`config.mk`:
```
export PLATFORM = sky130hd
export DESIGN_NAME = team_09_wb_gpio_slave_flat
export DESIGN_NICKNAME = d
export VERILOG_FILES = /design/src/rtl/team_09_wb_gpio_slave_if.sv /design/src/rtl/team_09_wb_gpio_slave.sv /design/src/flat_wrapper.sv
export SDC_FILE = /design/constraint.sdc
export NUM_CORES = 1
export LEC_CHECK = 0
export BUFFER_PORTS_ARGS = -buffer_cell sky130_fd_sc_hd__buf_2
export CAP_MARGIN = 20
export CORE_MARGIN = 2
export CORE_UTILIZATION = 45
export CTS_CLUSTER_SIZE = 28
export DETAILED_ROUTE_END_ITERATION = 6
export PLACE_DENSITY_LB_ADDON = 0.1
export SLEW_MARGIN = 15
export SYNTH_ARGS = -nofsm -noshare
export SYNTH_HDL_FRONTEND = slang
export SYNTH_SLANG_ARGS = --single-unit
```
`constraint.sdc`:
```
create_clock -name clk -period 2.7 [get_ports clk]
set_clock_uncertainty 0.15 [all_clocks]
set_input_delay 0.135 -clock clk [delete_from_list [all_inputs] [get_ports clk]]
set_output_delay 0.135 -clock clk [all_outputs]
set_load 0.03 [all_outputs]
```
`src/rtl/team_09_wb_gpio_slave_if.sv`:
```
// team_09_wb_gpio_slave_if
// Wishbone classic bus bundle between the Caravel management core (master)
// and the team_09 GPIO register slave.
//
// Signals:
//   ADR_I  [31:0]  byte address           (master -> slave)
//   DAT_I  [31:0]  write data             (master -> slave)
//   SEL_I  [3:0]   byte lane enables      (master -> slave)
//   WE_I           1 = write, 0 = read    (master -> slave)
//   STB_I          strobe                 (master -> slave)
//   CYC_I          bus cycle active       (master -> slave)
//   DAT_O  [31:0]  read data              (slave -> master)
//   ACK_O          acknowledge            (slave -> master)
//
// Handshake: the master holds CYC_I & STB_I with stable ADR_I/DAT_I/SEL_I/WE_I
// until it sees ACK_O. The slave raises ACK_O for exactly one cycle per
// transfer; DAT_O is meaningful only while ACK_O is high and reads 0 otherwise.
interface team_09_wb_gpio_slave_if;
    logic [31:0] ADR_I;
    logic [31:0] DAT_I;
    logic [3:0]  SEL_I;
    logic        WE_I;
    logic        STB_I;
    logic        CYC_I;
    logic [31:0] DAT_O;
    logic        ACK_O;

    modport master (
        output ADR_I, DAT_I, SEL_I, WE_I, STB_I, CYC_I,
        input  DAT_O, ACK_O
    );

    modport slave (
        input  ADR_I, DAT_I, SEL_I, WE_I, STB_I, CYC_I,
        output DAT_O, ACK_O
    );
endinterface

```
`src/rtl/team_09_wb_gpio_slave.sv`:
```
// team_09_wb_gpio_slave
// Wishbone classic slave giving the management core register control over the
// team_09 GPIO pads: output value, active-low output enable, a global drive
// enable, and synchronized pad input readback.
//
// Ports:
//   clk       system clock
//   nrst      asynchronous active-low reset
//   en        chip enable; low forces every pad to the safe state (input, 0)
//   wb        Wishbone slave modport (ADR_I/DAT_I/SEL_I/WE_I/STB_I/CYC_I in,
//             DAT_O/ACK_O out)
//   gpio_in   pad inputs (asynchronous to clk)
//   gpio_out  pad output values
//   gpio_oeb  pad output enables, active low
//   irq       rising-edge interrupt (only with the edge feature, else 0)
//
// Register map (offset = ADR_I[7:0]):
//   0x00 OUT_LO  0x04 OUT_HI  0x08 OEB_LO  0x0C OEB_HI
//   0x10 IN_LO   0x14 IN_HI   0x18 CTRL (bit0 DRIVE_EN)
//   0x1C EDGE_LO 0x20 EDGE_HI (write-1-to-clear, edge feature only)
// Any other offset inside the 256-byte window acks, reads 0, ignores writes.
//
// Build option: define TEAM09_GPIO_EDGE_IRQ_EN to add sticky rising-edge
// flags and the irq output. Without it the EDGE offsets behave as unmapped.
module team_09_wb_gpio_slave #(
    parameter logic [31:0] BASE_ADDR   = 32'h3000_0000,
    parameter int          NUM_GPIO    = 34,
    parameter int          SYNC_STAGES = 2
) (
    input  logic                     clk,
    input  logic                     nrst,
    input  logic                     en,
    team_09_wb_gpio_slave_if.slave   wb,
    input  logic [NUM_GPIO-1:0]      gpio_in,
    output logic [NUM_GPIO-1:0]      gpio_out,
    output logic [NUM_GPIO-1:0]      gpio_oeb,
    output logic                     irq
);
    localparam int HI_W = NUM_GPIO - 32;

    logic [NUM_GPIO-1:0] out_r;
    logic [NUM_GPIO-1:0] oeb_r;
    logic                drive_en;
    logic [NUM_GPIO-1:0] sync_q [SYNC_STAGES];
    logic [NUM_GPIO-1:0] in_s;

    logic        hit;
    logic        req;
    logic        wr;
    logic [31:0] bmask;
    logic [31:0] rdata;
    logic        pad_on;

    assign hit   = (wb.ADR_I[31:8] == BASE_ADDR[31:8]);
    // ACK_O in the term keeps a held strobe from re-requesting during the ack.
    assign req   = wb.CYC_I & wb.STB_I & hit & ~wb.ACK_O;
    assign wr    = req & wb.WE_I;
    assign bmask = {{8{wb.SEL_I[3]}}, {8{wb.SEL_I[2]}},
                    {8{wb.SEL_I[1]}}, {8{wb.SEL_I[0]}}};
    assign in_s  = sync_q[SYNC_STAGES-1];

    // Pads are combinational from the registers so en acts within the cycle.
    assign pad_on   = en & drive_en;
    assign gpio_out = out_r & {NUM_GPIO{pad_on}};
    assign gpio_oeb = oeb_r | {NUM_GPIO{~pad_on}};

`ifdef TEAM09_GPIO_EDGE_IRQ_EN
    logic [NUM_GPIO-1:0] in_prev;
    logic [NUM_GPIO-1:0] edge_q;
    logic [NUM_GPIO-1:0] edge_rise;
    logic [NUM_GPIO-1:0] edge_clr;

    assign edge_rise = in_s & ~in_prev;

    always_comb begin
        edge_clr = '0;
        if (wr && wb.ADR_I[7:0] == 8'h1C)
            edge_clr[31:0] = wb.DAT_I & bmask;
        if (wr && wb.ADR_I[7:0] == 8'h20)
            edge_clr[NUM_GPIO-1:32] = wb.DAT_I[HI_W-1:0] & bmask[HI_W-1:0];
    end

    // Rise is OR-ed in after the clear so a coincident edge survives.
    always_ff @(posedge clk or negedge nrst) begin
        if (!nrst) begin
            in_prev <= '0;
            edge_q  <= '0;
            irq     <= 1'b0;
        end else begin
            in_prev <= in_s;
            edge_q  <= (edge_q & ~edge_clr) | edge_rise;
            irq     <= |edge_q;
        end
    end
`else
    assign irq = 1'b0;
`endif

    always_comb begin
        rdata = '0;
        case (wb.ADR_I[7:0])
            8'h00: rdata = out_r[31:0];
            8'h04: rdata[HI_W-1:0] = out_r[NUM_GPIO-1:32];
            8'h08: rdata = oeb_r[31:0];
            8'h0C: rdata[HI_W-1:0] = oeb_r[NUM_GPIO-1:32];
            8'h10: rdata = in_s[31:0];
            8'h14: rdata[HI_W-1:0] = in_s[NUM_GPIO-1:32];
            8'h18: rdata[0] = drive_en;
`ifdef TEAM09_GPIO_EDGE_IRQ_EN
            8'h1C: rdata = edge_q[31:0];
            8'h20: rdata[HI_W-1:0] = edge_q[NUM_GPIO-1:32];
`endif
            default: rdata = '0;
        endcase
    end

    always_ff @(posedge clk or negedge nrst) begin
        if (!nrst) begin
            for (int i = 0; i < SYNC_STAGES; i++) sync_q[i] <= '0;
        end else begin
            sync_q[0] <= gpio_in;
            for (int i = 1; i < SYNC_STAGES; i++) sync_q[i] <= sync_q[i-1];
        end
    end

    // Bus side: ack and write commit share the same edge; a dropped CYC_I
    // after the request has been sampled does not abort it.
    always_ff @(posedge clk or negedge nrst) begin
        if (!nrst) begin
            out_r     <= '0;
            oeb_r     <= '1;
            drive_en  <= 1'b0;
            wb.ACK_O  <= 1'b0;
            wb.DAT_O  <= '0;
        end else begin
            wb.ACK_O <= req;
            wb.DAT_O <= (req && !wb.WE_I) ? rdata : 32'h0;
            if (wr) begin
                case (wb.ADR_I[7:0])
                    8'h00: out_r[31:0] <= (out_r[31:0] & ~bmask) | (wb.DAT_I & bmask);
                    8'h04: out_r[NUM_GPIO-1:32] <= (out_r[NUM_GPIO-1:32] & ~bmask[HI_W-1:0])
                                                 | (wb.DAT_I[HI_W-1:0] & bmask[HI_W-1:0]);
                    8'h08: oeb_r[31:0] <= (oeb_r[31:0] & ~bmask) | (wb.DAT_I & bmask);
                    8'h0C: oeb_r[NUM_GPIO-1:32] <= (oeb_r[NUM_GPIO-1:32] & ~bmask[HI_W-1:0])
                                                 | (wb.DAT_I[HI_W-1:0] & bmask[HI_W-1:0]);
                    8'h18: if (wb.SEL_I[0]) drive_en <= wb.DAT_I[0];
                    default: ;
                endcase
            end
        end
    end
endmodule

```
`src/flat_wrapper.sv`:
```
// flat-port wrapper written by rule: the top's interface ports become plain ports
module team_09_wb_gpio_slave_flat 
#(
    parameter logic [31:0] BASE_ADDR   = 32'h3000_0000,
    parameter int          NUM_GPIO    = 34,
    parameter int          SYNC_STAGES = 2
)
  (clk, nrst, en, gpio_in, gpio_out, gpio_oeb, irq, wb_ADR_I, wb_DAT_I, wb_SEL_I, wb_WE_I, wb_STB_I, wb_CYC_I, wb_DAT_O, wb_ACK_O);
  team_09_wb_gpio_slave_if wb_i ();
  input  logic clk;
  input  logic nrst;
  input  logic en;
  input  logic [NUM_GPIO-1:0] gpio_in;
  output logic [NUM_GPIO-1:0] gpio_out;
  output logic [NUM_GPIO-1:0] gpio_oeb;
  output logic irq;
  input wire logic [$bits(wb_i.ADR_I)-1:0] wb_ADR_I;
  input wire logic [$bits(wb_i.DAT_I)-1:0] wb_DAT_I;
  input wire logic [$bits(wb_i.SEL_I)-1:0] wb_SEL_I;
  input wire logic [$bits(wb_i.WE_I)-1:0] wb_WE_I;
  input wire logic [$bits(wb_i.STB_I)-1:0] wb_STB_I;
  input wire logic [$bits(wb_i.CYC_I)-1:0] wb_CYC_I;
  output wire logic [$bits(wb_i.DAT_O)-1:0] wb_DAT_O;
  output wire logic [$bits(wb_i.ACK_O)-1:0] wb_ACK_O;
  assign wb_i.ADR_I = wb_ADR_I;
  assign wb_i.DAT_I = wb_DAT_I;
  assign wb_i.SEL_I = wb_SEL_I;
  assign wb_i.WE_I = wb_WE_I;
  assign wb_i.STB_I = wb_STB_I;
  assign wb_i.CYC_I = wb_CYC_I;
  assign wb_DAT_O = wb_i.DAT_O;
  assign wb_ACK_O = wb_i.ACK_O;
  team_09_wb_gpio_slave #(.BASE_ADDR(BASE_ADDR), .NUM_GPIO(NUM_GPIO), .SYNC_STAGES(SYNC_STAGES)) u_core (.clk(clk), .nrst(nrst), .en(en), .wb(wb_i), .gpio_in(gpio_in), .gpio_out(gpio_out), .gpio_oeb(gpio_oeb), .irq(irq));
endmodule
```
Word level (Yosys, flattened, before mapping):

Cells that the tools add are included.

* reductions and logical operators: 8
* mux-type cells: 4
* bitwise operators: 21
* equal/unequal tests: 7

Operator list (number)
* bitwise AND 32 bit: 3
* case mux 30 bit (3 select lines): 1
* OR 32 bit: 2
* bitwise AND 34 bit: 1
* OR 34 bit: 1
* 2-to-1 mux 32 bit: 1
* NOT 32 bit: 1
* == test 24 x 22 -> 1 bit (second input constant): 1
* == test 8 x 5 -> 1 bit (second input constant): 3
* == test 8 x 4 -> 1 bit (second input constant): 2
* == test 8 x 3 -> 1 bit (second input constant): 1
* logical NOT 8 bit: 1
* AND reduction 2 bit: 4
* case mux 1 bit (7 select lines): 1
* bitwise AND 2 bit: 3
* case mux 1 bit (6 select lines): 1
* bitwise AND 1 bit: 5
* OR 2 bit: 2
* AND reduction 3 bit: 1
* NOT 1 bit: 2
* NOT 2 bit: 1
* logical AND 1 bit: 1
* logical NOT 1 bit: 1

* register bits: 170
* input bits: 108
* output and inout port bits: 102
* logic and storage cells: 49

Longest topological paths before layout:

Gate-level depths: netlist (run 1).

* depth in word-level cells: 5
* depth in mapped cells: 7

Worst setup path after synthesis (run 1):

OpenSTA, ideal clock, no wires.

* path type: register to register
* from: reg u_core.wb.ACK_O
* to: reg with a tool-made name
* stages on the path, launching flop included: 5
* clock period less this slack: 2373 ps
* arrival: 2098 ps
* path buffers: 0
* required time: 2425 ps
* path slack: 327 ps
* cell sequence: dfrtp_1 -> nor4b_4 -> nand4b_4 -> nor4_4 -> mux2_4

RTL lines
* start, declared: RTL line team_09_wb_gpio_slave_if.sv:35 `output DAT_O, ACK_O`
* start signal, assigned: RTL line team_09_wb_gpio_slave.sv:136 `wb.ACK_O <= req;`

Worst setup path in the final report (run 1):

* from: in wb_ADR_I[1]
* to: reg u_core.wb.DAT_O[0]

* cells in the longest elaborated chain, start to end: 3
* elaborated cells on any way between the ends: 9
* those cells by class: eq/ne (6); mux (2); reduce/logical (1)

Ends and longest elaborated chain
* start, declared: RTL line flat_wrapper.sv:17 `input wire logic [$bits(wb_i.ADR_I)-1:0] wb_ADR_I;`
* == test 8 x 5 -> 1 bit (tied with other cells): RTL line team_09_wb_gpio_slave.sv:101 `case (wb.ADR_I[7:0])`
* case mux 1 bit (7 select lines) (*): RTL line team_09_wb_gpio_slave.sv:101
* 2-to-1 mux 32 bit (*): RTL line team_09_wb_gpio_slave.sv:137 `wb.DAT_O <= (req && !wb.WE_I) ? rdata : 32'h0;`
* end signal, assigned: RTL line team_09_wb_gpio_slave.sv:137
* end, declared: RTL line team_09_wb_gpio_slave_if.sv:35

Mark *: on every way between the ends. The rest lies on a longest branch, timed or not.
A chain may end at the register's enable or synchronous reset.

==> results of run 1 <==
where the power goes:
part | leakage, uW | switching, uW | internal, uW
clock | 0.000277 | 987 | 1340
combinational | 0.00244 | 190 | 179
sequential | 0.00209 | 13.7 | 2600
total | 0.00481 | 1190 | 4120
cell families after synthesis:
group	after synthesis
AND/OR/NAND/NOR	176
other	1
AO/OA/AOI/OAI	35
buffers and inverters	29
multiplexers	104
flip-flops	170
layout make-up:
type                            count  share of cell area, %
Clock buffer                       22                   4.92
Clock inverter                     10                  0.947
Inverter                            3                  0.117
Multi-Input combinational cell    316                   26.4
Sequential cell                   170                   44.5
Tap cell                          188                   2.44
Timing Repair Buffer              306                   20.6
cells in the mapped netlist, types with 2 or more instances:
library cell  count  area (um2)
inv_1             3        11.3
mux2_2           59         664
nand2_1           2        7.51
nand4_1           4        25.0
nor4_4           10         213
dfstp_2          34         893
mux2i_1          33         330
buf_1             6        22.5
or2_2            34         213
and3_1           34         213
nand2b_1          2        12.5
or4_1             2        15.0
a21oi_1          31         155
o2bb2ai_1         2        17.5
clkbuf_1         19        71.3
nand4b_1          3        26.3
nor4_1            6        37.5
nand3_1           5        25.0
mux2_4            8         120
mux2_1            3        33.8
nor2_1           62         233
nor4b_4           2        47.6
dfrtp_1         136        3400
worst max-delay path, delay by kind of cell:
family	cells	cell delay, ns
simple gates	3	0.83
buf+inv	4	1.83
how the worst min path moves through the flow:
| stage | depth (start not counted) | slack (ns) | endpoint |
|---|---|---|---|
| finish | 4 | 0.05 | u_core.wb.ACK_O |
| CTS | 4 | 0.03 | u_core.wb.ACK_O |
| detailed placement | 1 | -0.02 | u_core.wb.DAT_O[5] |
| global route | 4 | 0.07 | u_core.wb.ACK_O |
| floorplan | 0 | -0.31 | async pin |
| global placement | 1 | -0.03 | u_core.wb.DAT_O[5] |
timing repair:
action                                  CTS  global route
endpoints found under the setup margin    0            29
buffers inserted                          0             1
endpoints found under the hold margin   160             0
hold buffers                             77             0
through the flow:
stage	hold WS [ns]	std cells	setup slack (ns)	total power (uW)	area [um2]
after CTS	0.0251	1014	0.0645	5370	9640
final	0.0461	1015	0.110	5320	9650
after global placement	-0.0293	905	0.339	2940	8300
after floorplan	-0.311	515	0.327	2750	6950
after detailed placement	-0.0186	905	0.297	2950	8300
after global routing	0.0732	1015	0.00778	5530	9650
per-layer routing:
metal  share of wire (%)  global-route usage (%)  vias up  wire (um)
met4                0.84                    6.27        0        155
met2                  49                    38.9      195       9050
met5                   0                       0        -          0
met3                 5.4                    5.13       15       1010
li1                    -                       -     2397          -
met1                  45                    30.5     2585       8310
layout by cell type, fill, tap and decap left out, drive strengths merged:
master and n:
or3 1, nand3 5, o2bb2ai 2, dfstp 34, mux2 70, a221o 1, nand2b 2, nor2 62
clkinv 5, and3 34, o21ai 1, nand4b 4, dfrtp 136, bufinv 1, mux4 1, clkbuf 22
clkinvlp 2, inv 5, conb 1, a21oi 31, and2 1, nand2 2, nor4b 3, mux2i 33
nor3 2, or2 34, nand4 5, buf 229, nor2b 1, dlygate4sd3 77, nor4 17, and4bb 1
or4 2
==> impl_metrics.toml, run 1 <==
[detailed_routing]
wirelength_um = 18500
drc = 0
ant_nets = 0
vias = 5192
dr.first_iter.drc_count = 279
routedWlPerCell_um = 18.2
routed_via_density = 5.12
drt_pass1_iterations = 4

[global_routing]
antenna_found_initial = 0
grt_pass1_vias = 5463
grt_usage_pct = 23.2
grt_pass1_wl_um = 28700
overflow = 0
grt_max_degree = 62

[layout]
multiInputGateArea_um2 = 2550
num_antenna_cells = 0
area_growth_pct = 38.8
finalCoreUtilization_pct = 63.7
seqCellArea_um2 = 4300
n_fill_cell = 1183
fin_nets = 922
drive_gt1_share_pct = 49.9

[setup_path]
critPathMaxStageDelay_ns = 0.58
critical_path_class = "primary input to flip-flop"
rrSetupSlack_ns = 0.32
arrival_ns = 2.80
crit_end = "u_core.wb.DAT_O[0]"
cp-start-kind = "primary input"
path_cells = "dlygate4sd3_1, buf_2, nor4_1, nand2b_1, dlygate4sd3_1, nor4_1, dlygate4sd3_1"
crit_path_max_fanout = 3
critPathMostFrequentCell = "dlygate4sd3_1"
r2r-start = "u_core.wb.ACK_O"
cp.required_ns = 2.91
r2r_cells = 4
slowest_stage = "dlygate4sd3_1"
worst_setup_path_end_kind = "flip-flop"
startpoint = "wb_ADR_I[1]"

[yosys]
yosysSeqAreaShare_pct = 61.8
synth-compound-area-share_pct = 2.70
yosysUniqueCellTypes = 38
ys_ff_latch = 170
synth_edf_count = 0
ys.flop_type = "dfrtp_1"
async_flop_share_pct = 100
synth_top_family_by_area = "simple AND/OR/NAND/NOR gates"
muxShareOfSynthArea_pct = 16.8
synth-xor-area-share_pct = 0
yosysWarningCount = 0
synthAdderAreaFrac_pct = 0
synth_nets = 623
synth.avg_cell_area_um2 = 13.5
syn_inst = 515
syn-cell-area_um2 = 6950
yosys.area_share.simple_pct = 17.0

[clock_network]
tritoncts = "yes"
root_buffer = "clkbuf_16"
clk-insertion-delay-late_ns = 0.42
cts.sinks = 170
clockBufferDepth = 2
clk_pin_slew_ns = 0.07
ctsResizeCount = 0
cts_inserted_buffers = 17
cts.htree.levels = 4

[die]
fp-row-count = 45
die_x_um = 128
fp.dieArea_um2 = 16500
initial_core_util_pct = 45.9
io_pins = 210
core_um2 = 15100
die_y_um = 128

[sta]
fmax_mhz = 386
rsz0062_at_grt = "no"
slew_headroom_pct = 53.6
period_share_pct = 95.9
report.final.slew_viol_count = 0
fin_setup_tns_ns = 0
setup_viol = 0
fin_crit_ns = 2.59
tightest_slew_ns = 0.691
hold_viol = 0

[worst_hold_path]
hp-class = "primary input to flip-flop"
hp-start = "wb_ADR_I[18]"

[place]
gp_congestion = 0.832
dp_hpwl_um = 12200
port_buffers = 208

[status]
outcome = "completed"

[power]
power_per_cell_area_nw_per_um2 = 551
power.leakage_uw = 0.00481
vdd_drop_max_mv = 0.407

[job]
drv_cap = 0
Power figures use the tool's default switching activity.
==> run 2, diff against run 1 <==
--- a/config.mk
+++ b/config.mk
@@ -12,6 +12,7 @@
 export CTS_CLUSTER_SIZE = 28
 export DETAILED_ROUTE_END_ITERATION = 6
 export PLACE_DENSITY_LB_ADDON = 0.1
+export SETUP_SLACK_MARGIN = 0.5
 export SLEW_MARGIN = 15
 export SYNTH_ARGS = -nofsm -noshare
 export SYNTH_HDL_FRONTEND = slang
==> impl_metrics.toml, run 2 (synthesis gave the netlist of run 1 again) <==
[global_routing]
grt_max_degree = 72
overflow = 0
grt_pass1_vias = 5489
grt_usage_pct = 23.9
antenna_found_initial = 0
grt_pass1_wl_um = 29500

[die]
die_y_um = 128
fp.dieArea_um2 = 16500
initial_core_util_pct = 45.9
die_x_um = 128
core_um2 = 15100
io_pins = 210
fp-row-count = 45

[setup_path]
path_cells = "nor4b_4, nand4b_4, buf_12, nor4_4, buf_4, mux2_2"
critical_path_class = "flip-flop to flip-flop"
cp-start-kind = "flip-flop"
critPathMaxStageDelay_ns = 0.42
worst_setup_path_end_kind = "flip-flop"
slowest_stage = "dfrtp_2"
arrival_ns = 2.30
crit_path_max_fanout = 8
r2r_cells = 6
cp.required_ns = 2.85
r2r-start = "u_core.wb.ACK_O"
startpoint = "u_core.wb.ACK_O"
rrSetupSlack_ns = 0.55

[power]
power.leakage_uw = 0.00482
switching_share_pct = 21.7
power_per_cell_area_nw_per_um2 = 559
vdd_drop_max_mv = 0.404
p_int_uw = 4240
power_frac_seq_pct = 48.3
power_switching_uw = 1180
p_clk_share_pct = 44.8
combPwrFrac_pct = 6.8

[sta]
setup_viol = 0
fin_crit_ns = 2.15
slew_headroom_pct = 49.0
hold_ws_ns = 0.0675
hold_viol = 0
rsz0062_at_grt = "no"
fin_setup_tns_ns = 0
fmax_mhz = 465
period_share_pct = 79.6
tightest_slew_ns = 0.755
report.final.slew_viol_count = 0

[detailed_routing]
vias = 5255
routed_via_density = 5.19
dr.first_iter.drc_count = 224
ant_nets = 0
routedWlPerCell_um = 18.8
drt_pass1_iterations = 4
drc = 0
wirelength_um = 19000

[clock_network]
clk_pin_slew_ns = 0.06
cts.htree.levels = 4
clk-insertion-delay-late_ns = 0.42
root_buffer = "clkbuf_16"
cts_inserted_buffers = 17
cts.sinks = 170
clockBufferDepth = 2
tritoncts = "yes"

[layout]
seqCellArea_um2 = 4300
area_growth_pct = 39.4
multiInputGateArea_um2 = 2570
fin_nets = 920
num_antenna_cells = 0
final_common_cell = "buf_2"
finalCoreUtilization_pct = 64.0
n_fill_cell = 1176
drive_gt1_share_pct = 50.7
final_cell_mix = "207 x buf_2, 135 x dfrtp_1, 73 x dlygate4sd3_1, 62 x nor2_1, 59 x mux2_2"

[status]
outcome = "completed"

[place]
dp_hpwl_um = 12500
gp_congestion = 0.808
port_buffers = 208

[worst_hold_path]
hp-class = "primary input to flip-flop"

[job]
drv_cap = 0
-- run 2: worst min-delay path by stage --
stage	slack, ns	startpoint	depth (start not counted)	endpoint
final	0.07	wb_ADR_I[18]	4	u_core.wb.ACK_O
after global routing	0.09	wb_ADR_I[18]	4	u_core.wb.ACK_O
after CTS	0.02	wb_ADR_I[18]	4	u_core.wb.ACK_O
after detailed placement	0.05	nrst	1	async pin
after global placement	0.04	nrst	1	async pin
after floorplan	-0.31	nrst	0	async pin
-- run 2: cell type report --
cell class	count	share of cell area [%]
clock buffers	25	5.11
clock inverters	7	0.943
inverters	3	0.116
multi-input cells	316	26.5
flip-flops and latches	170	44.4
well taps	188	2.43
repair buffers	304	20.5
-- run 2: power by group through the flow --
stage | logic [uW] | clock network, uW | registers, uW
detailed placement | 290 | 0 | 2660
CTS | 373 | 2460 | 2620
global placement | 286 | 0 | 2660
global route | 405 | 2580 | 2620
floorplan | 96.4 | 0 | 2660
finish | 371 | 2430 | 2620
-- run 2: layer usage --
metal / global-route usage [%] / share of wire [%] / vias up
met5: 0 / 0 / -
li1: - / - / 2397
met1: 31.4 / 44 / 2635
met4: 7.69 / 1.5 / 0
met3: 4.88 / 5.0 / 27
met2: 39.9 / 49 / 196
-- run 2: through the flow --
| step | setup WS [ns] | total power, uW | instances | area, um2 |
|---|---|---|---|---|
| global placement | 0.302 | 2940 | 904 | 8300 |
| global route | 0.507 | 5600 | 1013 | 9690 |
| floorplan | 0.487 | 2750 | 515 | 6950 |
| detailed placement | 0.270 | 2950 | 904 | 8300 |
| CTS | 0.499 | 5450 | 1012 | 9660 |
| finish | 0.550 | 5410 | 1013 | 9690 |
-- run 2: timing repair --
item,CTS,global route
setup buffers,3,1
endpoints found under the hold margin,165,0
hold buffers,73,0
pin swaps,1,2
resized for setup,1,6
endpoints found under the setup margin,41,59
-- run 2: worst max-delay path: cells and delay by family, from the launching register on --
kind | cells | cell delay [ns]
DFF | 1 | 0.42
buffers and inverters | 2 | 0.40
and+or+nand+nor | 3 | 0.70
muxes | 1 | 0.35
==> run 3, diff against run 2 <==
==> constraint.sdc (replaced) <==
create_clock -name clk -period 2.1 [get_ports clk]
set_clock_uncertainty 0.15 [all_clocks]
set_input_delay 0.105 -clock clk [delete_from_list [all_inputs] [get_ports clk]]
set_output_delay 0.105 -clock clk [all_outputs]
set_load 0.03 [all_outputs]
==> impl_metrics.toml, run 3 (synthesis gave the netlist of run 1 again) <==
[status]
outcome = "finished, violations left"
violations = "negative setup slack"

[clock_network]
clockBufferDepth = 2
clk_pin_slew_ns = 0.06
tritoncts = "yes"
cts_inserted_buffers = 17
cts.sinks = 170
cts.htree.levels = 4
clk-insertion-delay-late_ns = 0.42
root_buffer = "clkbuf_16"

[detailed_routing]
wirelength_um = 23000
drt_pass1_iterations = 4
ant_nets = 0
drc = 0
vias = 5683
routedWlPerCell_um = 21.7
dr.first_iter.drc_count = 296
routed_via_density = 5.38

[setup_path]
crit_path_max_fanout = 8
critical_path_class = "flip-flop to flip-flop"
arrival_ns = 2.32
cp-start-kind = "flip-flop"
cp.required_ns = 2.26
r2r_cells = 7
worst_setup_path_end_kind = "flip-flop"

[sta]
fin_crit_ns = 2.16
fmax_mhz = 462
setup_viol = 40
slew_headroom_pct = 65.7
report.final.slew_viol_count = 0
fin_setup_tns_ns = -1.14
period_share_pct = 103
hold_viol = 0
rsz0062_at_grt = "yes"
tightest_slew_ns = 0.514
layout_setup_ws_ns = -0.0635

[global_routing]
grt_pass1_wl_um = 34500
antenna_found_initial = 0
grt_usage_pct = 28.4
use_met2_pct = 45.4
grt_pass1_vias = 5976
use_met3_pct = 4.76
top_usage_layer = "met2"
overflow = 0
gr-usage-met1_pct = 39.0
grt_max_degree = 52

[place]
dp_slack_ns = -0.116
gp_congestion = 0.807
port_buffers = 208
place_area_um2 = 8610
dp_hpwl_um = 12800

[layout]
seqCellArea_um2 = 4300
fin_area_um2 = 11500
fin_nets = 964
area_growth_pct = 65.8
finalCoreUtilization_pct = 76.1
drive_gt1_share_pct = 61.4
multiInputGateArea_um2 = 3250
final_cell_mix = "139 x buf_2, 134 x dfrtp_1, 84 x buf_6, 70 x dlygate4sd3_1, 56 x mux2_4"
num_antenna_cells = 0
n_fill_cell = 938
final_common_cell = "buf_2"

[power]
vdd_drop_max_mv = 0.510
power_frac_seq_pct = 48.9
switching_share_pct = 22.9
power_per_cell_area_nw_per_um2 = 596
combPwrFrac_pct = 7.5
p_int_uw = 5300
fin_total_pwr_uw = 6870
power.leakage_uw = 0.00544
p_clk_share_pct = 43.6
power_switching_uw = 1570

[job]
drv_cap = 0

[die]
die_y_um = 128
fp.dieArea_um2 = 16500
fp-row-count = 45
io_pins = 210
initial_core_util_pct = 45.9
core_um2 = 15100
die_x_um = 128

[worst_hold_path]
hp-class = "primary input to async pin"
==> run 3: cell types whose count changed in the layout (fill, tap and decap cells not counted), sizes merged <==
cell         previous run  this run
buf                   231       275
or4                     2         4
clkinv                  3         6
clkinvlp                1         3
dlygate4sd3            73        70
bufinv                  2         1
clkbuf                 25        22
==> run 3: critical path, stage by stage (launching register included) <==
cell and delay (ns):
dfrtp_2 0.42, nor4b_4 0.24, buf_4 0.18, nand4b_4 0.15
buf_12 0.19, nor4_4 0.21, buf_12 0.19, mux2_4 0.30
==> run 3: per-layer routing <==
layer  wire, um  part of all wire [%]
met4        692                   3.0
met2      11400                    50
met3       1340                   5.8
met5          0                     0
met1       9480                    41
==> run 3: cell type report <==
class / count / share of cell area, %
Clock buffer: 21 / 4.08
Clock inverter: 11 / 0.825
Sequential cell: 170 / 37.3
Tap cell: 188 / 2.04
Inverter: 3 / 0.0977
Multi-Input combinational cell: 318 / 28.2
Timing Repair Buffer: 346 / 27.4
==> run 3: stage by stage <==
stage,hold WS [ns],cells
floorplan,-0.341,515
global placement,-0.0599,915
detailed placement,-0.0487,915
CTS,0.0543,1048
global route,0.0999,1057
finish,0.0541,1057
==> run 3: path summary, 6_finish.rpt <==
kind	startpoint	to	slack, ns
setup / recovery	u_core.wb.ACK_O	flip-flop	-0.06
hold / removal	nrst	u_core.wb.DAT_O[19]	0.05
setup reg to reg	u_core.wb.ACK_O	flip-flop	-0.06
hold reg to reg	u_core.sync_q[50]	u_core.in_s[16]	0.19
max in group asynchronous	nrst	async pin	1.00
min in group clk	wb_ADR_I[6]	u_core.wb.DAT_O[1]	0.11
==> run 3: what timing repair did <==
item / 4_1_cts / 5_1_grt
cloned: 11 / 1
pin swaps: 12 / 7
endpoints found under the setup margin: 169 / 170
setup buffers: 20 / 8
endpoints found under the hold margin: 247 / 0
resized for setup: 283 / 27
hold buffers: 70 / 0
==> run 3: power by group through the flow <==
stage	clock network (uW)	registers, uW	logic [uW]
after floorplan	0	3410	125
after global placement	0	3420	380
after detailed placement	0	3420	388
after CTS	3050	3360	499
after global routing	3200	3370	553
final	3000	3360	512
